## src/rtl/long_muldiv_unit.sv

```systemverilog
// Multi-cycle signed/unsigned multiply and divide, one result bit per cycle.
// Flow: IDLE (accept) -> PREP (magnitudes) -> RUN (WIDTH steps) -> FIX (signs/flags) -> DONE (hold).
module long_muldiv_unit #(
    parameter  int WIDTH = 32,
    localparam int CNT_W = $clog2(WIDTH + 1)
) (
    input  logic             clk,
    input  logic             reset_n,
    input  logic             in_valid,
    output logic             in_ready,
    input  logic [1:0]       in_oper,
    input  logic [WIDTH-1:0] in_a,
    input  logic [WIDTH-1:0] in_b,
    input  logic             flush,
    output logic             out_valid,
    input  logic             out_ready,
    output logic [WIDTH-1:0] out_hi,
    output logic [WIDTH-1:0] out_lo,
    output logic             out_n,
    output logic             out_z,
    output logic             out_dbz,
    output logic             out_ovf
);

    typedef enum logic [2:0] {
        S_IDLE,
        S_PREP,
        S_RUN,
        S_FIX,
        S_DONE
    } state_t;

    localparam logic [WIDTH-1:0] MOST_NEG = {1'b1, {(WIDTH-1){1'b0}}};
    localparam logic [CNT_W-1:0] CNT_INIT = CNT_W'(WIDTH);
    localparam logic [CNT_W-1:0] CNT_ONE  = CNT_W'(1);

    state_t           r_state;
    logic [1:0]       r_oper;
    logic [WIDTH-1:0] r_a;
    logic [WIDTH-1:0] r_b;
    logic [WIDTH-1:0] r_m;
    logic [WIDTH-1:0] r_hi;
    logic [WIDTH-1:0] r_lo;
    logic [CNT_W-1:0] r_cnt;
    logic             r_neg_res;
    logic             r_neg_rem;

    logic             r_out_valid;
    logic [WIDTH-1:0] r_out_hi;
    logic [WIDTH-1:0] r_out_lo;
    logic             r_out_n;
    logic             r_out_z;
    logic             r_out_dbz;
    logic             r_out_ovf;

    logic               w_is_div;
    logic               w_sa;
    logic               w_sb;
    logic [WIDTH-1:0]   w_a_mag;
    logic [WIDTH-1:0]   w_b_mag;
    logic [WIDTH:0]     w_mul_sum;
    logic [WIDTH:0]     w_rem_sh;
    logic               w_div_ge;
    logic [WIDTH-1:0]   w_rem_nxt;
    logic               w_dbz;
    logic               w_ovf;
    logic [2*WIDTH-1:0] w_prod;
    logic [WIDTH-1:0]   w_quo;
    logic [WIDTH-1:0]   w_rem;
    logic [WIDTH-1:0]   w_fix_hi;
    logic [WIDTH-1:0]   w_fix_lo;
    logic               w_fix_n;
    logic               w_fix_dbz;
    logic               w_fix_ovf;

    assign in_ready = reset_n && (r_state == S_IDLE) && !flush;

    assign w_is_div = r_oper[1];
    assign w_sa     = r_oper[0] & r_a[WIDTH-1];
    assign w_sb     = r_oper[0] & r_b[WIDTH-1];
    assign w_a_mag  = w_sa ? -r_a : r_a;
    assign w_b_mag  = w_sb ? -r_b : r_b;

    // Both datapaths share r_hi:r_lo; r_m holds the multiplicand or divisor magnitude.
    assign w_mul_sum = r_lo[0] ? ({1'b0, r_hi} + {1'b0, r_m}) : {1'b0, r_hi};
    assign w_rem_sh  = {r_hi, r_lo[WIDTH-1]};
    assign w_div_ge  = (w_rem_sh >= {1'b0, r_m});
    assign w_rem_nxt = w_div_ge ? WIDTH'(w_rem_sh - {1'b0, r_m}) : w_rem_sh[WIDTH-1:0];

    assign w_dbz  = w_is_div && (r_b == '0);
    assign w_ovf  = (r_oper == 2'b11) && (r_a == MOST_NEG) && (r_b == '1);
    assign w_prod = r_neg_res ? -{r_hi, r_lo} : {r_hi, r_lo};
    assign w_quo  = r_neg_res ? -r_lo : r_lo;
    assign w_rem  = r_neg_rem ? -r_hi : r_hi;

    always_comb begin
        w_fix_hi  = w_prod[2*WIDTH-1:WIDTH];
        w_fix_lo  = w_prod[WIDTH-1:0];
        w_fix_n   = w_prod[2*WIDTH-1];
        w_fix_dbz = 1'b0;
        w_fix_ovf = 1'b0;
        if (w_is_div) begin
            if (w_dbz) begin
                w_fix_hi = r_a;
                w_fix_lo = '1;
            end else begin
                w_fix_hi = w_rem;
                w_fix_lo = w_quo;
            end
            w_fix_n   = w_fix_lo[WIDTH-1];
            w_fix_dbz = w_dbz;
            w_fix_ovf = w_ovf;
        end
    end

    always_ff @(posedge clk) begin
        if (!reset_n) begin
            r_state     <= S_IDLE;
            r_oper      <= '0;
            r_a         <= '0;
            r_b         <= '0;
            r_m         <= '0;
            r_hi        <= '0;
            r_lo        <= '0;
            r_cnt       <= '0;
            r_neg_res   <= 1'b0;
            r_neg_rem   <= 1'b0;
            r_out_valid <= 1'b0;
            r_out_hi    <= '0;
            r_out_lo    <= '0;
            r_out_n     <= 1'b0;
            r_out_z     <= 1'b0;
            r_out_dbz   <= 1'b0;
            r_out_ovf   <= 1'b0;
        end else if (flush && (r_state != S_IDLE)) begin
            r_state     <= S_IDLE;
            r_out_valid <= 1'b0;
        end else begin
            case (r_state)
                S_IDLE: begin
                    if (in_valid && in_ready) begin
                        r_oper  <= in_oper;
                        r_a     <= in_a;
                        r_b     <= in_b;
                        r_state <= S_PREP;
                    end
                end
                S_PREP: begin
                    r_hi      <= '0;
                    r_lo      <= w_a_mag;
                    r_m       <= w_b_mag;
                    r_neg_res <= w_sa ^ w_sb;
                    r_neg_rem <= w_sa;
                    r_cnt     <= CNT_INIT;
                    r_state   <= S_RUN;
                end
                S_RUN: begin
                    if (w_is_div) begin
                        r_hi <= w_rem_nxt;
                        r_lo <= {r_lo[WIDTH-2:0], w_div_ge};
                    end else begin
                        {r_hi, r_lo} <= {w_mul_sum, r_lo[WIDTH-1:1]};
                    end
                    if (r_cnt == CNT_ONE) begin
                        r_state <= S_FIX;
                    end else begin
                        r_cnt <= r_cnt - CNT_ONE;
                    end
                end
                S_FIX: begin
                    r_out_hi    <= w_fix_hi;
                    r_out_lo    <= w_fix_lo;
                    r_out_n     <= w_fix_n;
                    r_out_z     <= ({w_fix_hi, w_fix_lo} == '0);
                    r_out_dbz   <= w_fix_dbz;
                    r_out_ovf   <= w_fix_ovf;
                    r_out_valid <= 1'b1;
                    r_state     <= S_DONE;
                end
                S_DONE: begin
                    if (out_ready) begin
                        r_out_valid <= 1'b0;
                        r_state     <= S_IDLE;
                    end
                end
                default: r_state <= S_IDLE;
            endcase
        end
    end

    assign out_valid = r_out_valid;
    assign out_hi    = r_out_hi;
    assign out_lo    = r_out_lo;
    assign out_n     = r_out_n;
    assign out_z     = r_out_z;
    assign out_dbz   = r_out_dbz;
    assign out_ovf   = r_out_ovf;

endmodule

```

## config.mk

```make
export PLATFORM = sky130hd
export DESIGN_NAME = long_muldiv_unit
export DESIGN_NICKNAME = d
export VERILOG_FILES = /design/src/rtl/long_muldiv_unit.sv
export SDC_FILE = /design/constraint.sdc
export NUM_CORES = 1
export LEC_CHECK = 0
export BUFFER_PORTS_ARGS = -buffer_cell sky130_fd_sc_hd__clkbuf_2
export CAP_MARGIN = 20
export CORE_UTILIZATION = 60
export CTS_CLUSTER_DIAMETER = 60
export DETAILED_ROUTE_END_ITERATION = 8
export PLACE_DENSITY_LB_ADDON = 0.3
export SLEW_MARGIN = 20
export SYNTH_ARGS = -nofsm -noshare
export SYNTH_HDL_FRONTEND = slang
export SYNTH_SLANG_ARGS = --single-unit
export TNS_END_PERCENT = 20
```

## constraint.sdc

```tcl
create_clock -name clk -period 4.4 [get_ports clk]
set_input_delay 0.22 -clock clk [delete_from_list [all_inputs] [get_ports clk]]
set_output_delay 0.22 -clock clk [all_outputs]
set_load 0.05 [all_outputs]
```

==> impl_metrics.tcl <==
set metrics [dict create \
    timing.rr.end "out_z" \
    use_met3 0.0879 \
    vias 19300 \
    status "complete, no violations" \
    synth.largest_area_cell "dfxtp_1" \
    initial_core_util 0.613 \
    synth_area_leaders "dfxtp_1 (27%), nand2_1 (7.8%), xor2_1 (4.9%), ha_1 (4.9%), xnor2_1 (4.7%)" \
    yosysUniqueCellTypes 73 \
    grt_usage 0.403 \
    synthArstFlopShare 0 \
    globalplace.congestion 1.02 \
    synth_seq_area_share 0.265 \
    fin_area_um2 20700 \
    place_area_um2 19100 \
    finalHoldViolCount 0 \
    die_area_um2 31200 \
    antenna_left 0 \
    grt_pass1_vias 17700 \
    grt_pass1_wl_mm 99.2 \
    fillers 2416 \
    vias_per_cell 6.53 \
    worstSkewPairLatency_ns 0.56 \
    synth_warnings 0 \
    cts_resized 0 \
    fin_crit_ns 3.98 \
    first_pass_iters 6 \
    clock-sinks 242 \
    grt_remaining_overflow 0 \
    startpoint "r_lo[1]" \
    cp_max_fo 7 \
    irDropWorstVdd_mv 0.343 \
    slew_headroom 0.292 \
    core_area_um2 29800 \
    rrSetupSlack_ns 0.42 \
    grt_setup_unrepaired "false" \
    drtIter0Drc 2343 \
    port-buffer-count 140 \
    diodes 0 \
    finalSetupViolCount 0 \
    wl_mm 64.4 \
    io_pins 141 \
    final_common_cell "nand2_1" \
    path_clk_slew_ns 0.06 \
    ys_ff_latch 242 \
    grt_use_met2 0.601 \
    route.detailed.drc 0 \
    ff_latch_area_um2 4850 \
    hold_buffers 66 \
    yosysTopAreaCellShare 0.265 \
    cp_data_arrival_time_ns 4.48 \
    multi_input_area_um2 12400 \
    die_h_um 176 \
    fin_setup_tns_ns 0 \
    synthCells 2458 \
    required_ns 4.90 \
    critPathLaunchType "flop" \
    synth_edf_count 0 \
    wire_per_inst_um 21.8 \
    cap_viol_max_count 0 \
    rr_startpoint "r_lo[1]" \
    fmax_mhz 251 \
    finalMaxSlewViolations 0 \
    top_usage_layer "met2" \
    die_w_um 176 \
    avgSynthCellArea_um2 7.43 \
    worst_pin_slew_ns 1.06 \
    final_layout_size_suffix_gt1_frac 0.114 \
    cts_max_level 1 \
    p_leak_uw 0.00881 \
    rows 63 \
    fin_nets 2679 \
    syn_area_um2 18300 \
    final_min_period_over_clock_period 0.906 \
    r2r_cells 12 \
    syn_nets 2602 \
    cts_buffer_depth 3 \
    cts_tree "built" \
    numCtsBuffers 29 \
    crit_type "reg2reg" \
    dpl.hpwl_mm 46.4 \
    end_kind "flop" \
    hp-class "in2reg" \
    grtUsageMet1 0.573 \
    cp-endpoint "out_z" \
    synth_ff_type "dfxtp_1" \
    grt_start_max_net_pins 115 \
    antenna_found_initial 1 \
    final_cell_mix "nand2_1 (379), dfxtp_1 (240), a21oi_1 (171), o21ai_0 (170), nor2_1 (147)" \
    area_growth_pct 13.2 \
    root_buffer "clkbuf_16" \
    fin_worst_skew_ns 0.0228 \
    post_cts_buffers 0 \
    power.density_cell_area_nw_per_um2 280 \
]
## metrics by stage
step | instances | hold slack, ns | setup slack [ns] | total power (uW) | utilization
2_1_floorplan | 2458 | 0.365 | 0.828 | 3040 | -
3_3_place_gp | 2828 | 0.455 | 0.532 | 3340 | 0.640
3_5_place_dp | 2828 | 0.461 | 0.530 | 3350 | 0.640
4_1_cts | 2948 | 0.0415 | 0.558 | 5760 | 0.694
5_1_grt | 2948 | 0.0793 | 0.108 | 5980 | 0.694
6_report | 2948 | 0.0541 | 0.416 | 5800 | 0.694
## how the worst min path moves through the flow
stage                           from         to  slack (ns)  cells after the start
after global placement      in_a[14]    r_a[14]        0.45                      3
after detailed placement  in_oper[1]  r_oper[1]        0.46                      3
after floorplan              in_a[0]     r_a[0]        0.36                      2
after global routing       out_ready  out_valid        0.08                      4
after CTS                  out_ready  out_valid        0.04                      4
final                      out_ready  out_valid        0.05                      4
## state kept, by name, summed over array words and instances, names as in the netlist, 2 cells and up
signal,count
r_a,32
r_hi,32
r_b,32
r_lo,32
out_lo,32
r_m,32
out_hi,32
r_oper,2
r_cnt,6
r_state,3
## where the power goes
part	leakage [uW]	switching (uW)	internal [uW]
Combinational	0.00638	678	419
Sequential	0.00196	75.6	2230
Clock	0.000477	1010	1380
Total	0.00881	1760	4030
## metal layers
layer,share of wire,wire length (um)
met5,0.00020,13
met4,0.034,2190
met3,0.11,7160
met2,0.42,27000
met1,0.43,28000
## worst max-delay path, cell delays in order (launching register included)
cell and delay, ns:
dfxtp_1 0.34, inv_1 0.13, ha_1 0.20, or4b_2 0.71
nor4_1 0.36, nand4b_1 0.39, o31ai_1 0.38, xor2_1 0.18
mux2i_1 0.12, a2111oi_0 0.55, and4_1 0.26, nand4_1 0.15
o21ai_1 0.15
## cell usage after synthesis, drive strengths merged (16+ instances only)
| library cell | count |
|---|---|
| nor2 | 149 |
| nand4 | 31 |
| ha | 71 |
| nor3 | 31 |
| nor4 | 46 |
| nand3 | 53 |
| xor2 | 102 |
| nor2b | 40 |
| o41ai | 18 |
| a31oi | 44 |
| dfxtp | 242 |
| a21boi | 92 |
| or4 | 20 |
| xnor2 | 99 |
| nand2 | 380 |
| a211oi | 41 |
| a21oi | 171 |
| mux2i | 76 |
| o31ai | 29 |
| o211ai | 21 |
| and2 | 19 |
| a21o | 29 |
| buf | 16 |
| o211a | 38 |
| o21ai | 171 |
| clkbuf | 196 |
| or3 | 22 |
| inv | 65 |
## cells by family after synthesis
group                      count (synthesis)  share of synthesized area
and+or+nand+nor                          851                      0.219
AOI/OAI and AO/OA                        726                      0.262
buffers and inverters                    278                     0.0580
DFF                                      242                      0.265
xor gates and xnor gates                 201                     0.0964
muxes                                     87                     0.0484
adders and majority gates                 73                     0.0508
## cell type report
type                       instances  share of cell area
inverter                          66              0.0120
clock inverter                    15             0.00629
multi-input combinational       1938               0.598
sequential                       242               0.234
timing repair buffer             258              0.0854
clock buffer                      39              0.0398
tap                              390              0.0236
Note: power is estimated with default switching activity, not from simulation.
